<file path="config.mk">
export PLATFORM = sky130hd
export DESIGN_NAME = lcd_vram_fetch_flat
export DESIGN_NICKNAME = d
export VERILOG_FILES = /design/src/rtl/lcd_vram_fetch_if.sv /design/src/rtl/lcd_vram_fetch.sv /design/src/flat_wrapper.sv
export SDC_FILE = /design/constraint.sdc
export NUM_CORES = 1
export LEC_CHECK = 0
export ABC_AREA = 1
export CAP_MARGIN = 20
export CORE_AREA = 2 2 132 95
export CTS_CLUSTER_SIZE = 12
export DETAILED_ROUTE_END_ITERATION = 10
export DIE_AREA = 0 0 134 97
export PLACE_DENSITY_LB_ADDON = 0.1
export SLEW_MARGIN = 20
export SYNTH_ARGS = -nofsm -noshare
export SYNTH_HDL_FRONTEND = slang
export SYNTH_SLANG_ARGS = --single-unit
</file>
<file path="constraint.sdc">
create_clock -name clk -period 4.9 [get_ports clk]
set_input_delay 0.735 -clock clk [delete_from_list [all_inputs] [get_ports clk]]
set_output_delay 0.735 -clock clk [all_outputs]
set_load 0.02 [all_outputs]
</file>
<file path="src/rtl/lcd_vram_fetch_if.sv">
// VRAM read port and pixel byte stream between the LCD fetcher and its neighbours.
interface lcd_vram_fetch_if #(
  parameter int unsigned AW = 13
);
  logic          ram_gnt;
  logic          ram_ce;
  logic [AW-1:0] ram_addr;
  logic [7:0]    ram_do;
  logic [7:0]    pix_data;
  logic          pix_valid;
  logic          pix_ready;
  logic          pix_eol;
  logic          pix_eof;

  modport master (
    output ram_ce, ram_addr, pix_data, pix_valid, pix_eol, pix_eof,
    input  ram_gnt, ram_do, pix_ready
  );

  modport slave (
    input  ram_ce, ram_addr, pix_data, pix_valid, pix_eol, pix_eof,
    output ram_gnt, ram_do, pix_ready
  );
endinterface

</file>
<file path="src/rtl/lcd_vram_fetch.sv">
// Frame walker reading VRAM line by line into a small FWFT FIFO with eol/eof tags.
// Optional abort input is enabled by defining LCD_FETCH_ABORT_EN.
module lcd_vram_fetch #(
  parameter int unsigned AW       = 13,
  parameter int unsigned MEM_SIZE = 6144,
  parameter int unsigned FDEPTH   = 4
) (
  input  logic           clk,
  input  logic           rst_x,
`ifdef LCD_FETCH_ABORT_EN
  input  logic           abort,
`endif
  input  logic           start,
  input  logic [AW-1:0]  sad,
  input  logic [7:0]     cr,
  input  logic [7:0]     ap,
  input  logic [7:0]     lines,
  lcd_vram_fetch_if.master bus,
  output logic           busy,
  output logic           done
);
  localparam int unsigned PW = (FDEPTH > 1) ? $clog2(FDEPTH) : 1;
  localparam int unsigned CW = PW + 1;

  typedef enum logic [1:0] {StIdle, StFetch, StDrain} state_e;
  state_e state_q, state_d;

  logic [7:0]    cr_q, ap_q, lines_q, col_q, line_q;
  logic [AW-1:0] base_q, addr_q, base_next, addr_inc;
  logic [AW:0]   base_sum;
  logic          infl_q, infl_eol_q, infl_eof_q;
  logic [9:0]    mem [FDEPTH];
  logic [9:0]    head;
  logic [PW-1:0] wr_ptr_q, rd_ptr_q;
  logic [CW-1:0] count_q;
  logic          kill, issue, push, pop, fifo_empty, is_eol, is_eof;

`ifdef LCD_FETCH_ABORT_EN
  assign kill = abort;
`else
  assign kill = 1'b0;
`endif

  assign base_sum  = {1'b0, base_q} + {{(AW-7){1'b0}}, ap_q};
  assign base_next = (base_sum >= (AW+1)'(MEM_SIZE)) ? AW'(base_sum - (AW+1)'(MEM_SIZE))
                                                     : base_sum[AW-1:0];
  assign addr_inc  = (addr_q == AW'(MEM_SIZE - 1)) ? '0 : addr_q + AW'(1);
  assign is_eol    = (col_q == cr_q);
  assign is_eof    = is_eol && (line_q == lines_q);

  assign fifo_empty = (count_q == '0);
  assign head       = mem[rd_ptr_q];
  assign push       = infl_q;
  assign pop        = !fifo_empty && bus.pix_ready;
  assign issue      = bus.ram_ce;

  // Outputs read as zero while the FIFO is empty so stale entries never leak out.
  assign bus.pix_valid = !fifo_empty;
  assign bus.pix_data  = fifo_empty ? 8'h00 : head[7:0];
  assign bus.pix_eol   = !fifo_empty && head[8];
  assign bus.pix_eof   = !fifo_empty && head[9];
  assign bus.ram_addr  = addr_q;

  always_ff @(posedge clk or negedge rst_x) begin
    if (!rst_x) state_q <= StIdle;
    else        state_q <= state_d;
  end

  always_comb begin
    state_d = state_q;
    unique case (state_q)
      StIdle:  if (start) state_d = StFetch;
      StFetch: if (issue && is_eof) state_d = StDrain;
      StDrain: if (done) state_d = StIdle;
      default: state_d = StIdle;
    endcase
    if (kill) state_d = StIdle;
  end

  always_comb begin
    bus.ram_ce = 1'b0;
    busy       = 1'b0;
    done       = 1'b0;
    unique case (state_q)
      StFetch: begin
        busy       = 1'b1;
        bus.ram_ce = bus.ram_gnt && ((count_q + CW'(infl_q)) < CW'(FDEPTH));
      end
      StDrain: begin
        done = pop && head[9] && !kill;
        busy = !done;
      end
      default: ;
    endcase
  end

  always_ff @(posedge clk or negedge rst_x) begin
    if (!rst_x) begin
      cr_q       <= '0;
      ap_q       <= '0;
      lines_q    <= '0;
      col_q      <= '0;
      line_q     <= '0;
      base_q     <= '0;
      addr_q     <= '0;
      infl_q     <= 1'b0;
      infl_eol_q <= 1'b0;
      infl_eof_q <= 1'b0;
      wr_ptr_q   <= '0;
      rd_ptr_q   <= '0;
      count_q    <= '0;
    end else if (kill) begin
      infl_q   <= 1'b0;
      wr_ptr_q <= '0;
      rd_ptr_q <= '0;
      count_q  <= '0;
    end else begin
      if (state_q == StIdle && start) begin
        cr_q    <= cr;
        ap_q    <= ap;
        lines_q <= lines;
        base_q  <= sad;
        addr_q  <= sad;
        col_q   <= '0;
        line_q  <= '0;
      end else if (issue) begin
        if (is_eol) begin
          col_q  <= '0;
          line_q <= line_q + 8'd1;
          base_q <= base_next;
          addr_q <= base_next;
        end else begin
          col_q  <= col_q + 8'd1;
          addr_q <= addr_inc;
        end
      end
      infl_q     <= issue;
      infl_eol_q <= is_eol;
      infl_eof_q <= is_eof;
      if (push) wr_ptr_q <= wr_ptr_q + PW'(1);
      if (pop)  rd_ptr_q <= rd_ptr_q + PW'(1);
      count_q <= count_q + CW'(push) - CW'(pop);
    end
  end

  always_ff @(posedge clk) begin
    if (push) mem[wr_ptr_q] <= {infl_eof_q, infl_eol_q, bus.ram_do};
  end
endmodule

</file>
<file path="src/flat_wrapper.sv">
// flat-port wrapper written by rule: the top's interface ports become plain ports
module lcd_vram_fetch_flat 
#(
  parameter int unsigned AW       = 13,
  parameter int unsigned MEM_SIZE = 6144,
  parameter int unsigned FDEPTH   = 4
)
  (clk, rst_x, start, sad, cr, ap, lines, busy, done, bus_ram_ce, bus_ram_addr, bus_pix_data, bus_pix_valid, bus_pix_eol, bus_pix_eof, bus_ram_gnt, bus_ram_do, bus_pix_ready);
  lcd_vram_fetch_if #(.AW(AW)) bus_i ();
  input  logic clk;
  input  logic rst_x;
  input  logic start;
  input  logic [AW-1:0] sad;
  input  logic [7:0] cr;
  input  logic [7:0] ap;
  input  logic [7:0] lines;
  output logic busy;
  output logic done;
  output wire logic [$bits(bus_i.ram_ce)-1:0] bus_ram_ce;
  output wire logic [$bits(bus_i.ram_addr)-1:0] bus_ram_addr;
  output wire logic [$bits(bus_i.pix_data)-1:0] bus_pix_data;
  output wire logic [$bits(bus_i.pix_valid)-1:0] bus_pix_valid;
  output wire logic [$bits(bus_i.pix_eol)-1:0] bus_pix_eol;
  output wire logic [$bits(bus_i.pix_eof)-1:0] bus_pix_eof;
  input wire logic [$bits(bus_i.ram_gnt)-1:0] bus_ram_gnt;
  input wire logic [$bits(bus_i.ram_do)-1:0] bus_ram_do;
  input wire logic [$bits(bus_i.pix_ready)-1:0] bus_pix_ready;
  assign bus_ram_ce = bus_i.ram_ce;
  assign bus_ram_addr = bus_i.ram_addr;
  assign bus_pix_data = bus_i.pix_data;
  assign bus_pix_valid = bus_i.pix_valid;
  assign bus_pix_eol = bus_i.pix_eol;
  assign bus_pix_eof = bus_i.pix_eof;
  assign bus_i.ram_gnt = bus_ram_gnt;
  assign bus_i.ram_do = bus_ram_do;
  assign bus_i.pix_ready = bus_pix_ready;
  lcd_vram_fetch #(.AW(AW), .MEM_SIZE(MEM_SIZE), .FDEPTH(FDEPTH)) u_core (.clk(clk), .rst_x(rst_x), .start(start), .sad(sad), .cr(cr), .ap(ap), .lines(lines), .bus(bus_i), .busy(busy), .done(done));
endmodule
</file>
==> flow_summary.html <==
<table>
<tr><th>Metric</th><th>Value</th></tr>
<tr><th colspan="2">Drt</th></tr>
<tr><td>Final antenna-violating net count</td><td>0</td></tr>
<tr><td>Remaining DRCs</td><td>0</td></tr>
<tr><td>Routed length per placed instance</td><td>between 10 and 15 µm</td></tr>
<tr><td>Detailed router's first-iteration violation count</td><td>454</td></tr>
<tr><td>Routed via count</td><td>~5400</td></tr>
<tr><td>Via density per instance</td><td>5.32</td></tr>
<tr><td>Aggregate routed wire length</td><td>14900 µm</td></tr>
<tr><td>Detailed-router iteration count before antenna repair</td><td>8</td></tr>
<tr><th colspan="2">Timing</th></tr>
<tr><td>Total count of hold-check failures in the final report</td><td>0</td></tr>
<tr><td>Worst Slack Setup Final</td><td>1.24 ns</td></tr>
<tr><td>Worst slew margin</td><td>approximately half</td></tr>
<tr><td>Sum Neg Setup Slack</td><td>0 ns</td></tr>
<tr><td>Hold WS</td><td>~0.34 ns</td></tr>
<tr><td>Period minus WS final</td><td>3.66 ns</td></tr>
<tr><td>Slew at the pin with the worst max-slew slack</td><td>0.752 ns</td></tr>
<tr><td>Final worst clock skew</td><td>0.00905 ns</td></tr>
<tr><td>Upper clock frequency limit</td><td>between 0.2 and 0.3 GHz</td></tr>
<tr><td>RSZ-0062 raised after global routing</td><td>no</td></tr>
<tr><td>Final setup vio count</td><td>0</td></tr>
<tr><td>Max-slew violation total from the final report</td><td>0</td></tr>
<tr><td>Fin crit share</td><td>74.6%</td></tr>
<tr><th colspan="2">Synth</th></tr>
<tr><td>Mapped Nets</td><td>836</td></tr>
<tr><td>Sequential area share after synthesis</td><td>49.6%</td></tr>
<tr><td>Synth Instances</td><td>~760</td></tr>
<tr><td>Number of register bits inferred by synthesis</td><td>118</td></tr>
<tr><td>Number of distinct library cells after synthesis</td><td>between 40 and 50</td></tr>
<tr><td>Number of warnings reported in the yosys synthesis log</td><td>0</td></tr>
<tr><td>Summed instance area of the synthesized netlist</td><td>6360 µm²</td></tr>
<tr><td>Mean instance size in the synthesized netlist</td><td>8.35 µm²</td></tr>
<tr><th colspan="2">Placement</th></tr>
<tr><td>Worst setup slack before clock tree synthesis</td><td>approximately 1.7 ns</td></tr>
<tr><td>GP Congestion</td><td>between 0.9 and 1</td></tr>
<tr><td>Post-DP HPWL</td><td>10100 µm</td></tr>
<tr><td>Port-buffer cells</td><td>76</td></tr>
<tr><th colspan="2">Critical path</th></tr>
<tr><td>R2R Setup Slk</td><td>about 2.4 ns</td></tr>
<tr><td>Biggest fanout along the worst timing path</td><td>22</td></tr>
<tr><td>Beginning of the critical path</td><td>u_core.rd_ptr_q[0]</td></tr>
<tr><td>Worst R2R Start</td><td>u_core.state_q[0]</td></tr>
<tr><td>Worst R2R Path Depth</td><td>11</td></tr>
<tr><td>Startpoint types</td><td>flop</td></tr>
<tr><td>CP endpoint kind</td><td>output port</td></tr>
<tr><td>Required time of the critical path</td><td>around 4.2 ns</td></tr>
<tr><td>Endpoint arrival time on the critical path</td><td>2.92 ns</td></tr>
<tr><td>Worst setup path class</td><td>flop to output port</td></tr>
<tr><td>Destination of the critical timing path</td><td>busy</td></tr>
<tr><td>Crit Reg-Reg Endpoint</td><td>u_core.bus.ram_addr[1]</td></tr>
<tr><th colspan="2">Final layout</th></tr>
<tr><td>Footprint of the multi-input gates</td><td>approximately 2700 µm²</td></tr>
<tr><td>Final Net Count</td><td>910</td></tr>
<tr><td>Layout cells sized above 1</td><td>6.83%</td></tr>
<tr><td>Footprint of the flip-flops and latches</td><td>between 3000 and 4000 µm²</td></tr>
<tr><td>Ant diodes</td><td>0</td></tr>
<tr><td>Fill cell instance count of the final layout</td><td>915</td></tr>
<tr><td>Area delta synth-&gt;final</td><td>22.9%</td></tr>
<tr><th colspan="2">Clock network</th></tr>
<tr><td>CTS Root Buffer Type</td><td>sky130_fd_sc_hd__clkbuf_16</td></tr>
<tr><td>Number of clock buffers inserted by TritonCTS</td><td>17</td></tr>
<tr><td>Number of hold buffers added after cts</td><td>0</td></tr>
<tr><td>Number of gates resized after cts</td><td>0</td></tr>
<tr><td>Clk pin slew, worst setup/hold paths</td><td>roughly 0.050 ns</td></tr>
<tr><td>Number of buffers inserted by post-CTS setup repair</td><td>0</td></tr>
<tr><td>Max Buffers Root-to-Sink</td><td>2</td></tr>
<tr><td>Number of levels the H-tree was split into</td><td>4</td></tr>
<tr><td>Later-pin clock latency in the skew report</td><td>between 0.4 and 0.5 ns</td></tr>
<tr><td>Clk sink count</td><td>118</td></tr>
<tr><td>CTS tree</td><td>built</td></tr>
<tr><th colspan="2">Global routing</th></tr>
<tr><td>GRT Resource Usage Total</td><td>~24%</td></tr>
<tr><td>Pin count of the biggest net entering global routing</td><td>79</td></tr>
<tr><td>Wire length of the first global-routing pass</td><td>around 25000 µm</td></tr>
<tr><td>Number of antenna violations at the first check in global routing</td><td>0</td></tr>
<tr><td>Number of global-route vias before repair</td><td>5120</td></tr>
<tr><td>Total congestion overflow</td><td>0</td></tr>
<tr><th colspan="2">Floorplanning</th></tr>
<tr><td>Floorplan Core Area</td><td>between 10000 and 15000 µm²</td></tr>
<tr><td>Starting Density</td><td>between 50 and 60%</td></tr>
<tr><td># rows</td><td>33</td></tr>
<tr><td>Total I/O pin count</td><td>77</td></tr>
<tr><td>Die Ht</td><td>approximately 97 µm</td></tr>
<tr><td>Die boundary width</td><td>between 100 and 150 µm</td></tr>
<tr><td>DIE AREA</td><td>13000 µm²</td></tr>
<tr><th colspan="2">Outcome</th></tr>
<tr><td>Result of the run</td><td>finished, final reports clean</td></tr>
<tr><th colspan="2">Min path</th></tr>
<tr><td>Worst min-delay path category</td><td>primary input to asynchronous set/reset pin</td></tr>
<tr><th colspan="2">Run</th></tr>
<tr><td>Max-cap violations</td><td>0</td></tr>
<tr><th colspan="2">Power and ir drop</th></tr>
<tr><td>Worst VDD drop</td><td>between 300 and 400 µV</td></tr>
<tr><td>Ratio of total power to cell area</td><td>673 nW/µm²</td></tr>
<tr><td>Leakage dissipation</td><td>roughly 3.6 nW</td></tr>
</table>
## placed cells by master (no fill, tap or decap), types with 18 or more instances in the layout
master                            instances
sky130_fd_sc_hd__a21oi_1                 38
sky130_fd_sc_hd__o21ai_0                 52
sky130_fd_sc_hd__clkdlybuf4s50_1         75
sky130_fd_sc_hd__dfrtp_1                 78
sky130_fd_sc_hd__ha_1                    23
sky130_fd_sc_hd__nand3_1                 37
sky130_fd_sc_hd__nand4_1                 18
sky130_fd_sc_hd__nor2_1                  95
sky130_fd_sc_hd__inv_1                   81
sky130_fd_sc_hd__nand2_1                192
sky130_fd_sc_hd__edfxtp_1                40
## stage by stage
stage	cell area, µm²	instances	power [mW]	util [%]
5_1_grt	7820	1006	5.68	67.4
6_report	7820	1006	5.26	67.4
3_5_place_dp	7210	974	3.97	62.1
3_3_place_gp	7210	974	3.90	62.1
4_1_cts	7810	1006	5.28	67.3
2_1_floorplan	6360	762	3.27	-
## power by group
part / internal [mW] / switching [mW] / total, mW
Combinational: 0.936 / 1.44 / 2.37
Sequential: 1.33 / 0.296 / 1.62
Clock: 0.801 / 0.466 / 1.27
## worst min path at each step
stage | cells past startpoint | startpoint | slack [ns] | end
after floorplan | 0 | rst_x | 0.44 | u_core.ap_q[0]
after global placement | 0 | u_core.infl_eol_q | 0.47 | u_core.mem[2][8]
after detailed placement | 2 | u_core.ap_q[3] | 0.47 | u_core.ap_q[3]
after CTS | 2 | u_core.ap_q[3] | 0.49 | u_core.ap_q[3]
after global routing | 1 | rst_x | 0.43 | u_core.base_q[11]
final | 1 | rst_x | 0.34 | u_core.ap_q[7]
## registers in the layout, summed over array words and instances (netlist names)
| name | count |
|---|---|
| u_core.ap_q | 8 |
| u_core.base_q | 13 |
| u_core.bus.ram_addr | 13 |
| u_core.col_q | 8 |
| u_core.count_q | 3 |
| u_core.cr_q | 8 |
| u_core.infl_eof_q | 1 |
| u_core.infl_eol_q | 1 |
| u_core.infl_q | 1 |
| u_core.line_q | 8 |
| u_core.lines_q | 8 |
| u_core.mem | 40 |
| u_core.rd_ptr_q | 2 |
| u_core.state_q | 2 |
| u_core.wr_ptr_q | 2 |
## logic make-up after synthesis
logic type | share of synthesized area, %
and+or+nand+nor | 25.8
DFF | 49.6
AOI/OAI and AO/OA | 9.77
buffers and inverters | 7.28
adders and majority gates | 4.84
xor gates and xnor gates | 2.75
## cell type report
type                            instances  area share, %
Sequential cell                       118           40.3
Tap cell                              157           2.51
Multi-Input combinational cell        533           35.1
Timing Repair Buffer                   79           10.0
Clock buffer                           17           5.44
Inverter                               87           4.27
Clock inverter                         15           2.27
## per-layer routing
layer | vias up | part of all wire, % | track usage, %
met4 | 0 | 1.4 | 8.10
met5 | - | 0 | 0
met3 | 22 | 5.6 | 4.40
met1 | 2523 | 47 | 34.4
met2 | 160 | 46 | 38.2
li1 | 2649 | - | -
## critical path, cell delays in order (launching register included)
cell and delay, ns:
sky130_fd_sc_hd__dfrtp_1 0.77, sky130_fd_sc_hd__inv_1 0.44, sky130_fd_sc_hd__nor2_1 0.20, sky130_fd_sc_hd__o22a_1 0.20, sky130_fd_sc_hd__nor2_1 0.05, sky130_fd_sc_hd__nor2_1 0.12
sky130_fd_sc_hd__o21a_1 0.12, sky130_fd_sc_hd__clkdlybuf4s50_1 0.59
## synth_stat cells
master	number	share of area, %
sky130_fd_sc_hd__a21oi_1	38	3.0
sky130_fd_sc_hd__a22oi_1	1	0.12
sky130_fd_sc_hd__a31oi_1	5	0.49
sky130_fd_sc_hd__a31oi_2	1	0.20
sky130_fd_sc_hd__and2_1	1	0.098
sky130_fd_sc_hd__buf_12	1	0.31
sky130_fd_sc_hd__buf_2	6	0.47
sky130_fd_sc_hd__buf_6	2	0.35
sky130_fd_sc_hd__clkbuf_1	15	0.88
sky130_fd_sc_hd__clkinv_1	1	0.059
sky130_fd_sc_hd__dfrtp_1	78	31
sky130_fd_sc_hd__edfxtp_1	40	19
sky130_fd_sc_hd__fa_1	1	0.31
sky130_fd_sc_hd__ha_1	23	4.5
sky130_fd_sc_hd__inv_1	82	4.8
sky130_fd_sc_hd__inv_2	2	0.12
sky130_fd_sc_hd__inv_4	1	0.098
sky130_fd_sc_hd__inv_6	1	0.14
sky130_fd_sc_hd__nand2_1	192	11
sky130_fd_sc_hd__nand2_2	3	0.30
sky130_fd_sc_hd__nand2_4	2	0.35
sky130_fd_sc_hd__nand2_8	2	0.63
sky130_fd_sc_hd__nand3_1	37	2.9
sky130_fd_sc_hd__nand3b_1	1	0.12
sky130_fd_sc_hd__nand4_1	18	1.8
sky130_fd_sc_hd__nand4_4	1	0.33
sky130_fd_sc_hd__nor2_1	95	5.6
sky130_fd_sc_hd__nor2_2	1	0.098
sky130_fd_sc_hd__nor2_8	1	0.31
sky130_fd_sc_hd__nor3_1	14	1.1
sky130_fd_sc_hd__nor3_2	2	0.31
sky130_fd_sc_hd__nor4_1	1	0.098
sky130_fd_sc_hd__o211ai_1	1	0.12
sky130_fd_sc_hd__o21a_1	3	0.35
sky130_fd_sc_hd__o21ai_0	52	4.1
sky130_fd_sc_hd__o21ai_1	5	0.39
sky130_fd_sc_hd__o21ai_2	1	0.14
sky130_fd_sc_hd__o21bai_1	1	0.12
sky130_fd_sc_hd__o22a_1	3	0.41
sky130_fd_sc_hd__o31ai_1	3	0.35
sky130_fd_sc_hd__or2_2	3	0.30
sky130_fd_sc_hd__or2_4	1	0.14
sky130_fd_sc_hd__xnor2_1	7	0.96
sky130_fd_sc_hd__xor2_1	13	1.8
No activity file was read; power rests on OpenSTA's default activity.
